$ cat src/rtl/sm3_msg_packer_if.sv
// Byte-stream in / SM3 word-out bus bundle for sm3_msg_packer.
// The master modport is the packer's view; the slave modport is the surrounding environment.
interface sm3_msg_packer_if;
  logic [7:0]  byte_d;
  logic        byte_vld;
  logic        byte_lst;
  logic        byte_rdy;
  logic [31:0] msg_inpt_d;
  logic [3:0]  msg_inpt_vld_byte;
  logic        msg_inpt_vld;
  logic        msg_inpt_lst;
  logic        msg_inpt_rdy;

  modport master (
    input  byte_d, byte_vld, byte_lst, msg_inpt_rdy,
    output byte_rdy, msg_inpt_d, msg_inpt_vld_byte, msg_inpt_vld, msg_inpt_lst
  );

  modport slave (
    output byte_d, byte_vld, byte_lst, msg_inpt_rdy,
    input  byte_rdy, msg_inpt_d, msg_inpt_vld_byte, msg_inpt_vld, msg_inpt_lst
  );
endinterface

$ cat src/rtl/sm3_msg_packer.sv
// Packs message bytes big-endian into 32-bit SM3 words with byte mask; optional SM3_PACKER_BYTE_CNT_EN adds msg_byte_cnt.
// Word valid 1 cycle after the completing byte; byte_rdy = !out_vld || msg_inpt_rdy, so a held word stalls all bytes.
module sm3_msg_packer (
  input  logic             clk,
  input  logic             rst,
  sm3_msg_packer_if.master bus
`ifdef SM3_PACKER_BYTE_CNT_EN
  ,
  output logic [60:0]      msg_byte_cnt
`endif
);

  typedef struct packed {
    logic [31:0] d;
    logic [3:0]  vb;
    logic        lst;
  } word_t;

  word_t       out_q;
  word_t       word_nxt;
  logic        out_vld;
  logic [23:0] acc;
  logic [1:0]  idx;
  logic        byte_acc;
  logic        word_acc;
  logic        complete;

  assign bus.byte_rdy = !out_vld || bus.msg_inpt_rdy;
  assign byte_acc     = bus.byte_vld && bus.byte_rdy;
  assign word_acc     = out_vld && bus.msg_inpt_rdy;
  assign complete     = byte_acc && ((idx == 2'd3) || bus.byte_lst);

  // Lanes at or beyond idx may hold stale bytes from an earlier word, so only lanes below idx come from acc.
  always_comb begin
    word_nxt     = '0;
    word_nxt.lst = bus.byte_lst;
    case (idx)
      2'd0: begin
        word_nxt.d  = {bus.byte_d, 24'h000000};
        word_nxt.vb = 4'b1000;
      end
      2'd1: begin
        word_nxt.d  = {acc[23:16], bus.byte_d, 16'h0000};
        word_nxt.vb = 4'b1100;
      end
      2'd2: begin
        word_nxt.d  = {acc[23:8], bus.byte_d, 8'h00};
        word_nxt.vb = 4'b1110;
      end
      default: begin
        word_nxt.d  = {acc, bus.byte_d};
        word_nxt.vb = 4'b1111;
      end
    endcase
  end

  always_ff @(posedge clk) begin
    if (rst) begin
      out_q   <= '0;
      out_vld <= 1'b0;
      acc     <= '0;
      idx     <= '0;
    end else if (complete) begin
      out_q   <= word_nxt;
      out_vld <= 1'b1;
      idx     <= '0;
    end else begin
      if (word_acc) begin
        out_vld <= 1'b0;
      end
      // A non-completing byte always has idx < 3.
      if (byte_acc) begin
        case (idx)
          2'd0:    acc[23:16] <= bus.byte_d;
          2'd1:    acc[15:8]  <= bus.byte_d;
          default: acc[7:0]   <= bus.byte_d;
        endcase
        idx <= idx + 2'd1;
      end
    end
  end

  assign bus.msg_inpt_d        = out_q.d;
  assign bus.msg_inpt_vld_byte = out_q.vb;
  assign bus.msg_inpt_lst      = out_q.lst;
  assign bus.msg_inpt_vld      = out_vld;

`ifdef SM3_PACKER_BYTE_CNT_EN
  logic        new_msg;
  logic [60:0] cnt;

  // new_msg starts set so the very first byte after reset loads 1.
  always_ff @(posedge clk) begin
    if (rst) begin
      cnt     <= '0;
      new_msg <= 1'b1;
    end else if (byte_acc) begin
      new_msg <= bus.byte_lst;
      if (new_msg) begin
        cnt <= 61'd1;
      end else if (cnt != {61{1'b1}}) begin
        cnt <= cnt + 61'd1;
      end
    end
  end

  assign msg_byte_cnt = cnt;
`endif

endmodule

$ cat src/flat_wrapper.sv
// flat-port wrapper written by rule: the top's interface ports become plain ports
module sm3_msg_packer_flat 
  (clk, rst, bus_byte_d, bus_byte_vld, bus_byte_lst, bus_msg_inpt_rdy, bus_byte_rdy, bus_msg_inpt_d, bus_msg_inpt_vld_byte, bus_msg_inpt_vld, bus_msg_inpt_lst);
  sm3_msg_packer_if bus_i ();
  input  logic clk;
  input  logic rst;
  input wire logic [$bits(bus_i.byte_d)-1:0] bus_byte_d;
  input wire logic [$bits(bus_i.byte_vld)-1:0] bus_byte_vld;
  input wire logic [$bits(bus_i.byte_lst)-1:0] bus_byte_lst;
  input wire logic [$bits(bus_i.msg_inpt_rdy)-1:0] bus_msg_inpt_rdy;
  output wire logic [$bits(bus_i.byte_rdy)-1:0] bus_byte_rdy;
  output wire logic [$bits(bus_i.msg_inpt_d)-1:0] bus_msg_inpt_d;
  output wire logic [$bits(bus_i.msg_inpt_vld_byte)-1:0] bus_msg_inpt_vld_byte;
  output wire logic [$bits(bus_i.msg_inpt_vld)-1:0] bus_msg_inpt_vld;
  output wire logic [$bits(bus_i.msg_inpt_lst)-1:0] bus_msg_inpt_lst;
  assign bus_i.byte_d = bus_byte_d;
  assign bus_i.byte_vld = bus_byte_vld;
  assign bus_i.byte_lst = bus_byte_lst;
  assign bus_i.msg_inpt_rdy = bus_msg_inpt_rdy;
  assign bus_byte_rdy = bus_i.byte_rdy;
  assign bus_msg_inpt_d = bus_i.msg_inpt_d;
  assign bus_msg_inpt_vld_byte = bus_i.msg_inpt_vld_byte;
  assign bus_msg_inpt_vld = bus_i.msg_inpt_vld;
  assign bus_msg_inpt_lst = bus_i.msg_inpt_lst;
  sm3_msg_packer u_core (.clk(clk), .rst(rst), .bus(bus_i));
endmodule
$ cat config.mk
export PLATFORM = sky130hd
export DESIGN_NAME = sm3_msg_packer_flat
export DESIGN_NICKNAME = d
export VERILOG_FILES = /design/src/rtl/sm3_msg_packer_if.sv /design/src/rtl/sm3_msg_packer.sv /design/src/flat_wrapper.sv
export SDC_FILE = /design/constraint.sdc
export NUM_CORES = 1
export LEC_CHECK = 0
export CAP_MARGIN = 40
export CORE_MARGIN = 2
export CORE_UTILIZATION = 35
export CTS_BUF_LIST = sky130_fd_sc_hd__clkbuf_4
export DETAILED_ROUTE_END_ITERATION = 10
export GPL_ROUTABILITY_DRIVEN = 0
export PLACE_DENSITY_LB_ADDON = 0.05
export SLEW_MARGIN = 25
export SYNTH_ARGS = -nofsm -noshare
export SYNTH_HDL_FRONTEND = slang
export SYNTH_SLANG_ARGS = --single-unit
$ cat constraint.sdc
create_clock -name clk -period 3.7 [get_ports clk]
set_input_delay 0.37 -clock clk [delete_from_list [all_inputs] [get_ports clk]]
set_output_delay 0.37 -clock clk [all_outputs]
set_load 0.02 [all_outputs]
==> out/results.ini, run 1 <==
[logic_synthesis]
synthCells=323
syn-cell-area_um2=2950
synth_area_per_cell_um2=9.12
syn-num-nets=341
ys_seq_area_frac=0.435
synth-edff-count=0
synth_cell_types=33
synth_top_flop_cell=dfxtp_1
ys_warn_count=0
ys_seq_elements=64
async_flop_share=0

[floorplan]
ios=52
dieArea_um2=9170
core_um2=8180
initial_core_util=0.360
die_width_um=95.8
die-height_um=95.8
rows=33

[clock_network]
clock-sinks=64
htree_levels=3
post_cts_resized=0
clkTransAtPathRegs_ns=0.10
cts_tree=done
cts-buffers-inserted=9
cts-root-buf=clkbuf_4
cts_setup_buffers=0
clkLatencyLatePin_ns=0.39
ctsHoldBuffers=0
ctsLongestPathBuffers=2

[sta]
max_slew.worst_pin.slew_ns=0.740
setup_tns_ns=0
rsz0062_at_grt=false
fin_crit_sh=0.633
final-setup-viol-count=0
slew_headroom=0.507
fin_crit_ns=2.34
finClkSkew_ns=0.00792
finalHoldViolations=0
clock.fmax_mhz=427
drv_slew=0

[setup_path]
worstSetupEndpointType=primary output
rrSetupSlack_ns=1.61
required_ns=3.33
startpoint_type=primary input
worstReg2RegStart=u_core.idx[0]$_SDFFE_PP0P_
crit_arrival_ns=1.97
path_class=primary input to primary output
r2r-end=u_core.acc[3]$_SDFFE_PP0P_
cp_max_fo=15
reg2reg_depth=5

[routing]
met3_wirelength_um=444
avgViaCountPerCell=5.66
dr_wl_met2_um=3680
vias=2642
routed_wl_um=8660
firstDrtPassIters=4
drt-wirelength-per-cell_um=18.6
top_layer_used=met4
wl_met1_um=4460
drt_iter0_markers=137
ant_nets=0
drc=0

[power_and_ir_drop]
ir_drop_v=0.000174
p_leak_nw=1.24
power_mw=1.46
powerDensity_nw_per_um2=397

[global_routing]
antenna_found_initial=0
overflow=0
grt_usage=0.195
first_global_vias=2417
grt_pass1_wl_um=13500
grt_max_degree=46

[hold_path]
hold_path_depth=2
min_to=u_core.bus.msg_inpt_vld_byte[3]$_SDFFE_PP0P_
hold_path.class=flop to flop
hp-start=u_core.bus.msg_inpt_vld_byte[3]$_SDFFE_PP0P_

[flow_run]
cap_violations=0

[outcome]
status=completed

[layout]
drive_gt1_frac=0.0939
final_nets=375
fill_cells=833
n_antenna_cell=0
area_growth_syn_to_layout_pct=24.5

[place]
dpl.hpwl_um=5280
port_buffers=51

flip-flops by register name, indices dropped and copies added, names as in the netlist:
name                          cells
u_core.acc                       24
u_core.bus.msg_inpt_d            32
u_core.bus.msg_inpt_lst           1
u_core.bus.msg_inpt_vld           1
u_core.bus.msg_inpt_vld_byte      4
u_core.idx                        2
per-layer routing:
layer / GRT usage / up-vias
met5: 0 / -
met4: 0.0571 / 0
met3: 0.0313 / 9
met2: 0.280 / 85
met1: 0.297 / 1256
li1: - / 1292
cells in the mapped netlist (9+ instances only):
master,count,area [um^2]
mux2i_1,16,160
dfxtp_1,64,1280
nand2_1,16,60.1
a21oi_1,20,100
nand2b_1,24,150
a22oi_1,16,120
clkbuf_1,28,105
a31oi_1,26,163
nand4_1,9,56.3
a211oi_1,19,143
o31ai_1,18,135
placed cells by master, fill, tap and decap left out, types with 2 or more instances in the layout:
cell type	instances
a211oi_1	19
a21oi_1	20
a22oi_1	16
a311oi_1	8
a31oi_1	26
buf_2	2
buf_4	8
clkbuf_4	11
clkdlybuf4s50_1	50
clkinv_1	3
clkinv_2	2
dfxtp_1	64
ha_1	5
inv_1	5
mux2i_1	16
nand2_1	16
nand2b_1	24
nand3_1	4
nand3b_1	8
nand4_1	9
nor2b_1	2
o21ai_0	2
o31ai_1	18
or2_2	2
or4_1	8
report_power, final:
| part | internal (mW) | switching, mW |
|---|---|---|
| clock | 0.215 | 0.252 |
| combinational | 0.104 | 0.151 |
| sequential | 0.720 | 0.0168 |
cell type report:
cell class	count	area, um^2	share of cell area
clock buffers	11	82.6	0.0225
clock inverters	5	47.5	0.0130
inverters	6	22.5	0.00614
multi-input cells	214	1490	0.406
flip-flops and latches	64	1280	0.349
well taps	105	131	0.0358
repair buffers	62	613	0.167
how the worst max path moves through the flow:
stage                                     startpoint                          to  slack, ns  cells past startpoint
after floorplan           u_core.idx[0]$_SDFFE_PP0P_  u_core.acc[0]$_SDFFE_PP0P_       1.87                      5
after global placement              bus_msg_inpt_rdy                bus_byte_rdy       1.38                      4
after detailed placement            bus_msg_inpt_rdy                bus_byte_rdy       1.40                      4
after CTS                           bus_msg_inpt_rdy                bus_byte_rdy       1.39                      4
after global routing                bus_msg_inpt_rdy                bus_byte_rdy       1.27                      4
final                               bus_msg_inpt_rdy                bus_byte_rdy       1.36                      4
cell families after synthesis:
family          count (synthesis)  share of synthesized area
compound gates                109                      0.251
simple gates                   84                      0.178
flops                          64                      0.435
buf+inv                        45                     0.0599
mux                            16                     0.0544
fa+ha+maj                       5                     0.0212
stage by stage:
step | setup WS [ns] | area, um^2 | utilization | cells | hold slack [ns]
2_1_floorplan | 1.87 | 2950 | - | 323 | 0.448
3_5_place_dp | 1.40 | 3540 | 0.433 | 451 | 0.444
3_3_place_gp | 1.38 | 3490 | 0.427 | 448 | 0.439
6_report | 1.36 | 3670 | 0.449 | 467 | 0.458
5_1_grt | 1.27 | 3670 | 0.449 | 467 | 0.473
4_1_cts | 1.39 | 3670 | 0.449 | 467 | 0.459
worst max-delay path, stage by stage:
cell	delay (ns)
clkdlybuf4s50_1	0.42
nor2b_2	0.13
clkinv_1	0.38
clkdlybuf4s50_1	0.67
Note: power is estimated with default switching activity, not from simulation.
==> run 2, diff against run 1 <==
Clock period 3.7 ns to 2.1 ns, I/O delays scaled along.
==> out/results.ini, run 2 (synthesized netlist as in run 1, its figures left out) <==
[outcome]
status=completed

[sta]
fin_crit_ns=1.97
rsz0062_at_grt=false
fin_crit_sh=0.939
finalHoldViolations=0
whs_ns=0.115
final-setup-viol-count=0
drv_slew=0
setup_tns_ns=0
slew_headroom=0.603
max_slew.worst_pin.slew_ns=0.595
clock.fmax_mhz=507
setup_ws_ns=0.128
finClkSkew_ns=0.0132

[hold_path]
hold_path.class=primary input to flop
hold_path_depth=2

[setup_path]
cp_max_fo=7
startpoint_type=flop
slowest_stage=clkdlybuf4s50_1
rrSetupSlack_ns=0.23
worstSetupEndpointType=primary output
cp_num_cells=3
required_ns=1.89
crit_family=buffers and inverters
reg2reg_depth=6
path_class=flop to primary output
crit_arrival_ns=1.76
max_stage_delay_ns=0.62
path_buf_inv=2
crit_chain=nor2b_2 > clkinv_1 > clkdlybuf4s50_1

[clock_network]
ctsHoldBuffers=0
cts-buffers-inserted=9
post_cts_resized=0
clkLatencyLatePin_ns=0.41
cts-root-buf=clkbuf_4
htree_levels=3
clkTransAtPathRegs_ns=0.11
cts_setup_buffers=0
clock-sinks=64
ctsLongestPathBuffers=2
cts_tree=done

[layout]
final_common_cell=dfxtp_1
design_area_um2=3770
final_nets=391
drive_gt1_frac=0.138
stdcell_count=483
most-common-layout-cells=64 x dfxtp_1, 50 x clkdlybuf4s50_1, 27 x buf_4, 26 x a31oi_1, 24 x nand2b_1
largest_register_ffs=32
area_growth_syn_to_layout_pct=27.9
n_antenna_cell=0

[routing]
drt-wirelength-per-cell_um=18.0
firstDrtPassIters=4
avgViaCountPerCell=5.51
ant_nets=0
drc=0
routed_wl_um=8710
vias=2663
drt_iter0_markers=133

[floorplan]
die-height_um=95.8
ios=52
dieArea_um2=9170
rows=33
initial_core_util=0.360
die_width_um=95.8
core_um2=8180

[power_and_ir_drop]
ir_drop_v=0.000331
p_leak_nw=1.31
powerDensity_nw_per_um2=693

[global_routing]
grt_max_degree=41
first_global_vias=2451
overflow=0
antenna_found_initial=0
grt_usage=0.203
grt_pass1_wl_um=14100

[place]
place_area_um2=3630
dp_slack_ns=0.210
placed_cells=467
dpl.hpwl_um=5780
port_buffers=51

[flow_run]
cap_violations=0

-- run 2: cell types whose count changed in the layout (fill, tap and decap cells not counted), sizes merged --
cell	change
clkbuf	+1
buf	+16
clkinv	-1
-- run 2: metal layers --
layer  track usage  up-vias  share of wire
li1              -     1320              -
met4        0.0738        0         0.0075
met1         0.313     1250           0.50
met3        0.0399        7          0.070
met5             0        -              0
met2         0.276       86           0.42
-- run 2: cell type report --
cell class	count	area, um^2
Tap cell	105	131
Inverter	6	22.5
Sequential cell	64	1280
Clock inverter	4	45.0
Clock buffer	12	90.1
Multi-Input combinational cell	214	1490
Fill cell	844	4410
Timing Repair Buffer	78	708
-- run 2: power breakdown --
group	switching [mW]	total [mW]	internal, mW
logic	0.268	0.466	0.197
clock network	0.451	0.850	0.399
registers	0.0291	1.30	1.27
total	0.748	2.61	1.86
-- run 2: worst paths after layout --
check,start,endpoint
worst min-delay path,rst,u_core.bus.msg_inpt_d[31]$_SDFFE_PP0P_
worst max register to register,u_core.idx[0]$_SDFFE_PP0P_,u_core.acc[3]$_SDFFE_PP0P_
worst min register to register,u_core.bus.msg_inpt_vld_byte[3]$_SDFFE_PP0P_,u_core.bus.msg_inpt_vld_byte[3]$_SDFFE_PP0P_
worst max-delay path,u_core.bus.msg_inpt_vld$_SDFFE_PP0P_,bus_byte_rdy
-- run 2: per-stage QoR --
step                      utilization  power, mW
after floorplan                     -       1.58
after global placement          0.445       1.79
after detailed placement        0.445       1.79
after CTS                       0.461       2.63
after global routing            0.461       2.74
final                           0.461       2.61
